--- config.mk ---
export PLATFORM = sky130hd
export DESIGN_NAME = regfile32_dec
export DESIGN_NICKNAME = d
export VERILOG_FILES = /design/src/rtl/regfile32_dec_pkg.sv /design/src/rtl/regfile32_dec_decoder5_32.sv /design/src/rtl/regfile32_dec.sv
export SDC_FILE = /design/constraint.sdc
export NUM_CORES = 2
export LEC_CHECK = 0
export CORE_MARGIN = 2
export CORE_UTILIZATION = 55
export CTS_CLUSTER_DIAMETER = 50
export DETAILED_ROUTE_END_ITERATION = 10
export MAX_ROUTING_LAYER = met4
export PLACE_DENSITY_LB_ADDON = 0.12
export SYNTH_ARGS = -nofsm -noshare
export SYNTH_HDL_FRONTEND = slang
export SYNTH_SLANG_ARGS = --single-unit
--- constraint.sdc ---
create_clock -name iClk -period 5.71 [get_ports iClk]
set_clock_uncertainty 0.2 [all_clocks]
set_input_delay 0.8565 -clock iClk [delete_from_list [all_inputs] [get_ports iClk]]
set_output_delay 0.8565 -clock iClk [all_outputs]
set_load 0.01 [all_outputs]
--- src/rtl/regfile32_dec_pkg.sv ---
// Shared constants for the 32-entry register file and its write-address decoder.
package regfile32_dec_pkg;

    localparam int REG_CNT    = 32;
    localparam int REG_IDX_W  = 5;
    localparam int DATA_W_DEF = 32;

    localparam logic [REG_IDX_W-1:0] ZERO_REG = 5'd0;

endpackage : regfile32_dec_pkg

--- src/rtl/regfile32_dec_decoder5_32.sv ---
// 5-to-32 one-hot decoder with active-high enable; all-zero output when disabled.
module decoder5_32
    import regfile32_dec_pkg::*;
(
    input  logic [REG_IDX_W-1:0] i_idx,
    input  logic                 i_en,
    output logic [REG_CNT-1:0]   o_onehot
);

    always_comb begin
        o_onehot = '0;
        if (i_en) begin
            o_onehot[i_idx] = 1'b1;
        end
    end

endmodule : decoder5_32

--- src/rtl/regfile32_dec.sv ---
// 32-entry register file: two combinational read ports, one synchronous write port
// driven by a gated one-hot write-enable vector, optional hardwired-zero r0 and bypass.
module regfile32_dec
    import regfile32_dec_pkg::*;
#(
    parameter int DATA_W  = DATA_W_DEF,
    parameter bit R0_ZERO = 1'b1,
    parameter bit BYPASS  = 1'b0
) (
    input  logic                 iClk,
    input  logic                 iRst_n,
    input  logic                 iWe,
    input  logic [REG_IDX_W-1:0] iWaddr,
    input  logic [DATA_W-1:0]    iWdata,
    input  logic [REG_IDX_W-1:0] iRaddr1,
    input  logic [REG_IDX_W-1:0] iRaddr2,
    output logic [DATA_W-1:0]    oRdata1,
    output logic [DATA_W-1:0]    oRdata2,
    output logic [REG_CNT-1:0]   oWeVec
);

    logic [DATA_W-1:0]  r_regs [REG_CNT];
    logic [REG_CNT-1:0] w_raw_onehot;
    logic [REG_CNT-1:0] w_we_vec;
    logic               w_wr_live;
    logic               w_hit1;
    logic               w_hit2;
    logic [DATA_W-1:0]  w_rdata1;
    logic [DATA_W-1:0]  w_rdata2;

    decoder5_32 u_wdec (
        .i_idx    (iWaddr),
        .i_en     (iWe),
        .o_onehot (w_raw_onehot)
    );

    assign w_wr_live = iWe & iRst_n;

    // The decoder output is not trusted when disabled, so gate it here as well.
    always_comb begin
        w_we_vec = w_raw_onehot & {REG_CNT{w_wr_live}};
        if (R0_ZERO) begin
            w_we_vec[ZERO_REG] = 1'b0;
        end
    end

    always_ff @(posedge iClk or negedge iRst_n) begin
        if (!iRst_n) begin
            for (int i = 0; i < REG_CNT; i++) begin
                r_regs[i] <= '0;
            end
        end else begin
            for (int i = 0; i < REG_CNT; i++) begin
                if (w_we_vec[i]) begin
                    r_regs[i] <= iWdata;
                end
            end
        end
    end

    assign w_hit1 = w_wr_live && (iRaddr1 == iWaddr);
    assign w_hit2 = w_wr_live && (iRaddr2 == iWaddr);

    // Priority: reset and forced-zero r0 override bypass, bypass overrides storage.
    always_comb begin
        w_rdata1 = r_regs[iRaddr1];
        if (BYPASS && w_hit1) begin
            w_rdata1 = iWdata;
        end
        if (!iRst_n || (R0_ZERO && (iRaddr1 == ZERO_REG))) begin
            w_rdata1 = '0;
        end
    end

    always_comb begin
        w_rdata2 = r_regs[iRaddr2];
        if (BYPASS && w_hit2) begin
            w_rdata2 = iWdata;
        end
        if (!iRst_n || (R0_ZERO && (iRaddr2 == ZERO_REG))) begin
            w_rdata2 = '0;
        end
    end

    assign oRdata1 = w_rdata1;
    assign oRdata2 = w_rdata2;
    assign oWeVec  = w_we_vec;

endmodule : regfile32_dec

==> flow_results.org <==
** STA
- Number of endpoints with negative hold slack in the final report :: 0
- Timing would allow up to between 150 and 200 MHz.
- The worst path needs 5.30 ns of the cycle, external delays included.
- Total negative slack :: 0 ns
- The final count of pins violating max slew was 0.
- Unrepaired setup endpoints after global routing :: no
- Of the available clock period, the critical path in the final layout requires 0.928.
- The worst pin sits at a relative slew slack of 0.0859.
- Setup violators final :: 0
- At the pin with the least slew margin, the transition time is 1.37 ns.

** Clocking
- Clock buffer count from CTS :: 133
- No sink is reached through more buffers than the 3 on the longest clock path.
- After clock tree synthesis, the repair step resized 0 gates.
- TritonCTS clock tree :: done
- In this run the number of H-tree levels came out at 4.
- After clock tree synthesis, the clock-pin slew on the worst setup and hold paths is 0.05 ns.
- The later pin in the worst-skew pair is clocked with a latency of 0.72 ns.
- CTS Root Buffer Type :: clkbuf_16
- Counting every sink on the clock net gives 992.

** Place
- Input and output buffers added on the ports amount to 144.
- Summed over all nets, the half-perimeter wirelength after detailed placement is 109,000 µm.
- Routability-driven placement congestion ratio :: 0.883
- After detailed placement, the total cell area comes to 56,400 µm².

** Logic synthesis
- Number of nets in the synthesized netlist :: approximately 3,900
- In the synthesized netlist, the number of instances is 3,835.
- Post-Synthesis Mean Instance Area :: between 10 and 15 µm²
- After synthesis the cells add up to 54,100 µm².
- During synthesis, Yosys emitted a total of 0 warnings.
- In this run, synthesis produced a sequential element count of 992.
- Fraction of registers with async set/reset :: 1.00
- Number of flops mapped to enable cells by yosys :: 0
- Number of distinct library cell variants in the gate-level netlist after synthesis :: 59
- Post-synthesis sequential area ratio :: 0.459
- Commonest register cell after synthesis :: dfrtp_1

** Die
- The floorplan has 115 rows.
- Pin placement for this block handled approximately 150 I/O pins.
- Measured along the x axis, the die boundary spans 318 µm.
- Starting density of the core :: 0.552
- Area inside the core boundary :: slightly below 100,000 µm²
- The die is 318 µm tall.
- Die Area :: 101,000 µm²

** Finish
- Leaving out fill and tap cells, the most frequent cell in the layout is mux2_2.
- The finished cells cover 60,800 µm².
- The final layout contains roughly 3,900 nets.
- The multi-input combinational cells in the finished layout cover a total of ~27,000 µm².
- Largest register by flop count :: r_regs
- In the layout the commonest cells are mux2_2 (1,054), dfrtp_1 (992), mux2i_1 (401).
- The largest registers in the layout are r_regs: 992 flops.
- In the final layout, the share of cells above drive strength 1 is 0.453.
- Registers take approximately 25,000 µm².
- Number of flip-flops under the largest register name :: 992
- Relative to the synthesized area, the layout overhead comes to 12.4%.
- Fill count :: 7,236

** Worst setup path
- CP cell instances :: dlygate4sd3_1, buf_8, and2_1, buf_4, nand2_1, a222oi_1, clkdlybuf4s50_1
- In this design, the stage delay of the slowest critical-path cell is about 0.75 ns.
- Required arrival time at the worst endpoint :: 4.65 ns
- CP endpoint kind :: primary output
- In this run the worst path has a maximum fanout of 20.
- The largest individual stage delay along the critical path comes from the cell and2_1.
- Launching element type of the critical path :: input port
- Data arrives at the worst endpoint at 4.24 ns.
- Crit Path Category :: in2out
- Gate family responsible for the most delay along the worst path :: buffers and inverters
- The critical path contains buffers and inverters numbering 4 combined.

** Route
- Post-detailed-route count of antenna-violating nets :: 0
- Post-detailed-route wirelength per cell :: 35.9 µm
- The first routing iteration left 4,395 violations.
- Wires add up to 187,000 µm.
- In the routed design, unresolved DRC markers number 0.
- For this run, the detailed router's first-pass iteration total came to 5.
- Vias per cell :: around 7
- Vias post-DR :: between 30,000 and 40,000

** Flow run
- Number of maximum-capacitance violations :: 0

** Pwr
- Of the total power, the clock network draws 0.406.
- Of the total power, the share spent switching nets is 0.273.
- Sequential cell fraction of total power :: 0.429
- Internal cell power :: approximately 15 mW
- Static power due to leakage :: 27.3 nW
- VDD sags by at most between 300 and 400 µV.
- Combinational share of power :: 0.165
- Dividing total power by cell area gives a power density of 334 nW/µm².
- Summed over all nets, the switching power comes to 5.55 mW.

** Hold path
- Kind of path behind the tightest hold check :: reg2reg

** Global route
- Global routing finished with a remaining overflow of 0.
- Via count of the first global-routing pass :: just under 40,000
- Global Route met1 Usage :: 0.499
- Wire length of the first global-routing pass :: 273,000 µm
- For this run, global-route usage on met3 was measured as 0.0929.
- After global routing, the most crowded layer is met2.
- Entering global routing, the biggest net connects 175 pins.
- For this run, global-route usage on met2 was measured as 0.561.
- Global Route Usage Sum :: 0.381
- Initial antenna violation count :: 13

** Status
- Status :: completed
==> cell families (layout without fill, tap and decap cells) <==
group | after synthesis | after routing | share of synthesized area
mux | 1747 | 1747 | 0.414
flops | 992 | 992 | 0.459
compound gates | 478 | 478 | 0.0662
buf+inv | 437 | 518 | 0.0421
simple gates | 180 | 180 | 0.0186
other cells | 1 | 11 | 0.0000693
==> cell usage after synthesis, types with 31 or more instances <==
cell	instances	area (µm²)
buf_1	35	131
a22oi_1	92	691
a221oi_1	33	289
a32oi_1	48	420
a21oi_1	79	395
nand2_1	59	221
nand2b_1	35	219
mux4_2	283	6370
buf_2	128	641
o21ai_0	56	280
a221o_1	31	310
mux2i_1	401	4010
buf_4	52	390
dfrtp_1	992	24800
clkbuf_1	173	649
mux2_2	1054	11900
==> power groups by stage <==
stage	clock (mW)	combinational, mW	sequential, mW
4_1_cts	8.32	3.33	8.69
5_1_grt	8.63	3.55	8.82
2_1_floorplan	0	2.40	8.53
3_5_place_dp	0	3.31	8.80
6_report	8.25	3.35	8.73
3_3_place_gp	0	3.21	8.71
==> path summary, 6_finish.rpt <==
check	start	end	cells after the start	slack (ns)
worst max-delay path	iRst_n	oRdata2[0]	7	0.41
worst min-delay path	r_regs[254]	r_regs[254]	1	0.31
worst max register to register	r_regs[722]	r_regs[722]	1	4.69
worst min register to register	r_regs[254]	r_regs[254]	1	0.31
max in group asynchronous	iRst_n	r_regs[175]	5	2.16
min in group asynchronous	iRst_n	r_regs[979]	2	0.40
==> layout make-up <==
type                            count  area share
Multi-Input combinational cell   2406       0.448
Clock inverter                     56     0.00924
Inverter                           14    0.000864
Clock buffer                      175      0.0623
Timing Repair Buffer              273      0.0448
Sequential cell                   992       0.408
Antenna cell                       10    0.000411
Tap cell                         1287      0.0265
==> metal layers <==
layer	vias up	part of all wire	wire length, µm
li1	14700	-	-
met1	20100	0.40	74100
met2	2141	0.45	85100
met3	571	0.098	18400
met4	0	0.051	9630
met5	-	0	0
==> what timing repair did <==
| action | CTS | global route |
|---|---|---|
| endpoints found under the hold margin | 6 | 0 |
| hold buffers | 1 | 0 |
| buffers inserted | 0 | 0 |
| setup endpoints to repair | 0 | 0 |
==> metrics by stage <==
stage | power (mW) | hold WS, ns | util | cells | setup WS [ns]
2_1_floorplan | 10.9 | 0.275 | - | 3835 | 2.35
3_3_place_gp | 11.9 | 0.292 | 0.576 | 4971 | 0.693
3_5_place_dp | 12.1 | 0.303 | 0.576 | 4971 | 0.623
4_1_cts | 20.3 | 0.315 | 0.620 | 5203 | 0.485
5_1_grt | 21.0 | 0.339 | 0.621 | 5210 | 0.315
6_report | 20.3 | 0.313 | 0.621 | 5213 | 0.409
No activity file was read; power rests on OpenSTA's default activity.
